<file path="src/rtl/debounce_pair_pkg.sv">
// Shared types and constants for the debounce_pair input conditioner.
// Imported by debounce_ch and debounce_pair.
package debounce_pkg;

  typedef enum logic [0:0] {
    DB_STABLE = 1'b0,
    DB_CHECK  = 1'b1
  } db_state_t;

  localparam int unsigned DB_SYNC_STAGES = 32'd2;

endpackage

</file>
<file path="src/rtl/debounce_pair_ch.sv">
// One debounce channel: accepts a new level after HOLD consecutive differing samples.
// Optional 2-flop input synchronizer selected by `DEBOUNCE_PAIR_SYNC_EN.
module debounce_ch
  import debounce_pkg::*;
#(
  parameter int unsigned CNT_W = 32'd4,
  parameter int unsigned HOLD  = 32'd10
) (
  input  logic c,
  input  logic r,
  input  logic a,
  output logic d,
  output logic chg
);

  localparam logic [CNT_W-1:0] HOLD_M1 = CNT_W'(HOLD - 32'd1);
  localparam logic [CNT_W-1:0] CNT_ONE = CNT_W'(32'd1);

  if ((HOLD < 32'd1) || (HOLD > ((32'd1 << CNT_W) - 32'd1))) begin : g_bad_hold
    $error("debounce_ch: HOLD out of range for CNT_W");
  end

  logic s;

`ifdef DEBOUNCE_PAIR_SYNC_EN
  logic [DB_SYNC_STAGES-1:0] sync_q;
  logic [DB_SYNC_STAGES-1:0] sync_d;

  // Synchronizer shift: newest sample enters at bit 0
  always_comb begin
    sync_d = {sync_q[DB_SYNC_STAGES-2:0], a};
  end

  // Synchronizer flops
  always_ff @(posedge c) begin
    if (r) begin
      sync_q <= {DB_SYNC_STAGES{1'b0}};
    end else begin
      sync_q <= sync_d;
    end
  end

  assign s = sync_q[DB_SYNC_STAGES-1];
`else
  assign s = a;
`endif

  db_state_t        state_q, state_d;
  logic [CNT_W-1:0] cnt_q, cnt_d;
  logic             lev_q, lev_d;
  logic             chg_q, chg_d;

  // Next-state, counter and strobe logic
  always_comb begin
    state_d = state_q;
    cnt_d   = cnt_q;
    lev_d   = lev_q;
    chg_d   = 1'b0;
    case (state_q)
      DB_STABLE: begin
        if (s != lev_q) begin
          if (HOLD == 32'd1) begin
            lev_d = s;
            chg_d = 1'b1;
          end else begin
            state_d = DB_CHECK;
            cnt_d   = CNT_ONE;
          end
        end else begin
          cnt_d = {CNT_W{1'b0}};
        end
      end
      DB_CHECK: begin
        if (s == lev_q) begin
          // bounce: drop back without a strobe, next mismatch restarts at 1
          state_d = DB_STABLE;
          cnt_d   = {CNT_W{1'b0}};
        end else if (cnt_q == HOLD_M1) begin
          state_d = DB_STABLE;
          cnt_d   = {CNT_W{1'b0}};
          lev_d   = s;
          chg_d   = 1'b1;
        end else begin
          cnt_d = cnt_q + CNT_ONE;
        end
      end
      default: begin
        state_d = DB_STABLE;
        cnt_d   = {CNT_W{1'b0}};
      end
    endcase
  end

  // State, counter, level and strobe registers
  always_ff @(posedge c) begin
    if (r) begin
      state_q <= DB_STABLE;
      cnt_q   <= {CNT_W{1'b0}};
      lev_q   <= 1'b0;
      chg_q   <= 1'b0;
    end else begin
      state_q <= state_d;
      cnt_q   <= cnt_d;
      lev_q   <= lev_d;
      chg_q   <= chg_d;
    end
  end

  assign d   = lev_q;
  assign chg = chg_q;

endmodule

</file>
<file path="src/rtl/debounce_pair.sv">
// Multi-channel debouncer: CH independent debounce_ch instances on clock c.
// Define DEBOUNCE_PAIR_SYNC_EN to add a 2-flop synchronizer per input.
module debounce_pair
  import debounce_pkg::*;
#(
  parameter int unsigned CH    = 32'd2,
  parameter int unsigned CNT_W = 32'd4,
  parameter int unsigned HOLD  = 32'd10
) (
  input  logic          c,
  input  logic          r,
  input  logic [CH-1:0] a,
  output logic [CH-1:0] d,
  output logic [CH-1:0] chg
);

  for (genvar i = 0; i < CH; i++) begin : g_ch
    debounce_ch #(
      .CNT_W (CNT_W),
      .HOLD  (HOLD)
    ) u_ch (
      .c   (c),
      .r   (r),
      .a   (a[i]),
      .d   (d[i]),
      .chg (chg[i])
    );
  end

endmodule

</file>
<file path="config.mk">
export PLATFORM = sky130hd
export DESIGN_NAME = debounce_pair
export DESIGN_NICKNAME = d
export VERILOG_FILES = /design/src/rtl/debounce_pair_pkg.sv /design/src/rtl/debounce_pair_ch.sv /design/src/rtl/debounce_pair.sv
export SDC_FILE = /design/constraint.sdc
export NUM_CORES = 1
export LEC_CHECK = 0
export CORE_MARGIN = 3
export CORE_UTILIZATION = 30
export DETAILED_ROUTE_END_ITERATION = 16
export GPL_ROUTABILITY_DRIVEN = 0
export PLACE_DENSITY = 0.51
export SYNTH_ARGS = -nofsm -noshare
export SYNTH_HDL_FRONTEND = slang
export SYNTH_SLANG_ARGS = --single-unit
</file>
<file path="constraint.sdc">
create_clock -name c -period 1.3 [get_ports c]
set_input_delay 0.13 -clock c [delete_from_list [all_inputs] [get_ports c]]
set_output_delay 0.13 -clock c [all_outputs]
set_load 0.02 [all_outputs]
</file>
After elaboration in Yosys (flattened, before gate mapping). Cells that the tools add are included.

Memory bits (writable): 0. Input port bits: 4. Output and inout port bits: 4. Memories kept: 0. Logic and storage cells: 42. Bits in read-only memories: 0. Bits in latches: 0. Flip-flop bits (word level): 14.

Mux-type cells: 18. Shift operators: 0. Div/mod/pow operators: 0. Order comparisons: 0. Multipliers: 0. Bitwise operators: 4. Add/sub/neg operators: 2. Equality and inequality tests: 6. Reductions and logical operators: 4.

Operators by type and width (count): 4-bit two-way mux (4); 4-bit case mux with 2 select lines (2); 1-bit two-way mux (10); 4-bit by 1-bit adder with 4-bit output (second input constant) (2); 4-bit equality test (second input constant) (2); 3-bit AND reduction (2); 3-bit OR reduction (2); 1-bit inverter (4); 1-bit case mux with 2 select lines (2); 1-bit equality test (2); 1-bit inequality test (2).

Depth between registers and ports, before layout.
Depth after elaboration: 4. Depth in mapped cells: 5. Depth with buffers taken out: 5.

Modules after synthesis. From an unflattened synthesis, not the netlist that was laid out.

Cells, all modules: 62. Area total of the unflattened synthesis: 600.6 um2.

By module, submodules not included: debounce_ch (cells an instance 31, instances 2, area each 300.3 um2, seq. area each 140.1 um2).

Worst setup path before layout. Ideal clock, no wire load.

Kind: flip-flop to flip-flop. From: register g_ch[1].u_ch.cnt_q[1]. To: register g_ch[1].u_ch.cnt_q[3]. Data required time: 1.226 ns. Setup slack: 0.173 ns. Cell stages (with the launch flop): 5. Arrival: 1.052 ns. Cell sequence: dfxtp_1 -> inv_1 -> ha_1 -> or3b_1 -> a31oi_1.

Cells in the longest elaborated chain, start to end: 4. Elaborated cells on any way between the ends: 5. Those cells by class: add/sub (1); eq/ne (1); mux (3).

Ends and longest elaborated chain: start: declaration (RTL line debounce_pair_ch.sv:49) `logic [CNT_W-1:0] cnt_q, cnt_d;`; start signal: assignment (RTL line debounce_pair_ch.sv:98) `cnt_q <= {CNT_W{1'b0}};`; start signal: assignment (RTL line debounce_pair_ch.sv:103) `cnt_q <= cnt_d;`; 4-bit by 1-bit adder with 4-bit output or 4-bit equality test (tied branches) (RTL line debounce_pair_ch.sv:84, debounce_pair_ch.sv:78); 4-bit two-way mux * (RTL line debounce_pair_ch.sv:78) `end else if (cnt_q == HOLD_M1) begin`; 4-bit two-way mux * (RTL line debounce_pair_ch.sv:74) `if (s == lev_q) begin`; 4-bit case mux with 2 select lines * (RTL line debounce_pair_ch.sv:59) `case (state_q)`.

Every way passes the cells marked *; elsewhere a longest branch is shown, timed or not. A chain may end at the register's enable or synchronous reset.

Worst setup path in the final report. Ends and elaborated chain as after synthesis.

==> flow_summary.yaml <==
power_and_ir_drop:
  leakagePower_nw: 0.304
  comb_power_share_pct: 5.7
  p_int_uw: 631
  ir_worst_vdd_mv: 0.690
  switching_share_pct: 21.3
  powerDensity_nw_per_um2: 1040
  pwr-share-clk_pct: 39.0
  p_total_uw: 801
  power.share.sequential_pct: 55.3
  p_switching_uw: 170
worst_setup_path:
  critPathBufInv: 1
  path_depth: 4
  cp-start-kind: "flip-flop"
  slowest_delay_ns: 0.36
  crit_family: "flip-flops"
  r2r_cells: 4
  path_max_fanout: 4
  end_kind: "flip-flop"
  required_ns: 1.51
  path_cells: "inv_1 > ha_1 > or3b_1 > a31oi_1"
  crit_type: "reg2reg"
  cp.arrival_ns: 1.41
  cpMaxStageDelayCell: "dfxtp_2"
run_status:
  status: "finished, final reports clean"
clock_tree:
  cts_hold_buf: 0
  clock_latency_ns: 0.28
  cts-htree-levels: 1
  cts.sinks: 14
  clockRootBuffer: "clkbuf_4"
  path_clk_slew_ns: 0.09
  cts_max_path_buffers: 2
  cts_tree: "done"
  cts_buffers: 3
global_routing:
  grt_overflow_total: 0
  grt_max_degree: 9
  grt_pass1_vias: 470
  grt_pass1_wl_um: 2000
  antenna_found_initial: 0
  grt_usage_pct: 10.1
sta:
  clock_skew_ns: 0.00403
  rsz0062_at_grt: "no"
  slew_headroom_pct: 83.7
  hold_violations: 0
  maxSlewViolCount: 0
  finalSetupViolCount: 0
  post-route-min-period_ns: 1.20
  max_freq_mhz: 832
  finalCritPeriodShare_pct: 92.5
  worstMarginPinSlew_ns: 0.244
  finalSetupTns_ns: 0
route:
  dr.first_iter.drc_count: 6
  via_count: 465
  wl_per_cell_um: 11.4
  vias_per_cell: 4.60
  firstDrtPassIters: 4
  drc_errors: 0
  ant_nets: 0
  wl_um: 1150
finish:
  utilization_pct: 38.4
  diodes: 0
  layout.nets: 83
  syn_to_final_growth_pct: 19.0
  drive_above_1_share_pct: 16.2
floorplan:
  rows: 16
  dieArea_um2: 2750
  coreArea_um2: 2000
  start_util_pct: 32.3
  io_pins: 8
  die_h_um: 52.4
  die_x_um: 52.4
synth:
  ys_types: 22
  ys_warn_count: 0
  synth_edf_count: 0
  netlist_area_um2: 647
  async_flop_share_pct: 0
  syn-num-nets: 73
  synth-seq-cells: 14
  ys_seq_area_share_pct: 43.3
  syn_inst: 65
  synth-main-ff-cell: "dfxtp_1"
  synth_area_per_cell_um2: 9.95
placed_design:
  hpwl_um: 879
  io_buffers: 7
job:
  cap_viol_max_count: 0
worst_hold_path:
  hold_class: "in2reg"
  whs_path_depth: 2
layout make-up:
class                      instances  area (µm²)
clock buffer                       4        36.3
fill                             211        1230
inverter                           2        7.51
multi-input combinational         45         329
sequential                        14         283
tap                               27        33.8
timing repair buffer               9        80.1
cell families after synthesis:
kind of cell / Yosys count / share of synthesized area [%]
AND/OR/NAND/NOR: 29 / 27.3
flip-flops: 14 / 43.3
AO/OA/AOI/OAI: 7 / 8.51
buffers and inverters: 6 / 5.80
adder cells (fa/ha/maj): 4 / 7.74
multiplexers: 3 / 4.64
XOR/XNOR: 2 / 2.71
synthesized netlist by cell type, types with 3 or more instances:
cell	number	area (µm²)
nand2_1	3	11.3
buf_4	4	30.0
nand2b_1	3	18.8
nor2_1	8	30.0
nand4b_1	4	35.0
nand3b_1	3	22.5
ha_1	4	50.1
mux2i_1	3	30.0
dfxtp_1	14	280
power by group through the flow:
| stage | Combinational, mW | Sequential, mW | Clock, mW |
|---|---|---|---|
| 3_5_place_dp | 0.0462 | 0.453 | 0 |
| 6_report | 0.0461 | 0.443 | 0.312 |
| 3_3_place_gp | 0.0460 | 0.453 | 0 |
| 2_1_floorplan | 0.0214 | 0.454 | 0 |
| 5_1_grt | 0.0510 | 0.445 | 0.345 |
| 4_1_cts | 0.0466 | 0.443 | 0.323 |
final timing paths:
kind	end	start	slack (ns)
min reg2reg	g_ch[1].u_ch.cnt_q[0]$_SDFF_PP0_	g_ch[1].u_ch.state_q$_SDFF_PP0_	0.51
min	g_ch[0].u_ch.d$_SDFFE_PP0P_	r	0.50
max reg2reg	g_ch[1].u_ch.cnt_q[3]$_SDFF_PP0_	g_ch[1].u_ch.cnt_q[1]$_SDFF_PP0_	0.1
max	g_ch[1].u_ch.cnt_q[3]$_SDFF_PP0_	g_ch[1].u_ch.cnt_q[1]$_SDFF_PP0_	0.1
through the flow:
step | hold slack [ns] | setup WS (ns) | cells | instance area [µm²]
floorplan | 0.202 | 0.173 | 65 | 647
global placement | 0.495 | 0.0171 | 97 | 736
detailed placement | 0.491 | -0.0186 | 97 | 736
CTS | 0.501 | 0.0527 | 101 | 767
global route | 0.525 | 0.0212 | 101 | 769
finish | 0.496 | 0.0981 | 101 | 769
layout by cell type (no fill, tap or decap), types with 3 or more instances in the layout:
cell	instances
clkbuf_4	3
clkdlybuf4s50_1	3
dfxtp_1	12
dlygate4sd2_1	4
ha_1	4
mux2i_1	3
nand2_1	3
nand2b_1	3
nand3b_1	3
nand4b_1	4
nor2_1	8
flip-flops by register name (all words and copies together) (netlist names):
| name | flops |
|---|---|
| g_ch.u_ch.cnt_q | 8 |
| g_ch.u_ch.chg | 2 |
| g_ch.u_ch.d | 2 |
| g_ch.u_ch.state_q | 2 |
worst reg2reg max path: stages, from the launching register on:
cell	delay (ns)
dfxtp_2	0.36
inv_1	0.05
ha_1	0.20
or3b_1	0.36
a31oi_1	0.17
per-layer routing:
metal  share of wire, %  GRT usage [%]
met1                 47           10.8
met2                 49           17.8
met3                3.1           4.56
met4               0.69           2.55
met5                  0              0
what timing repair did:
action                                  4_1_cts  5_1_grt
resized for setup                             4        2
endpoints found under the hold margin         0        0
endpoints found under the setup margin        4        2
setup buffers                                 0        0
Power figures use the tool's default switching activity.
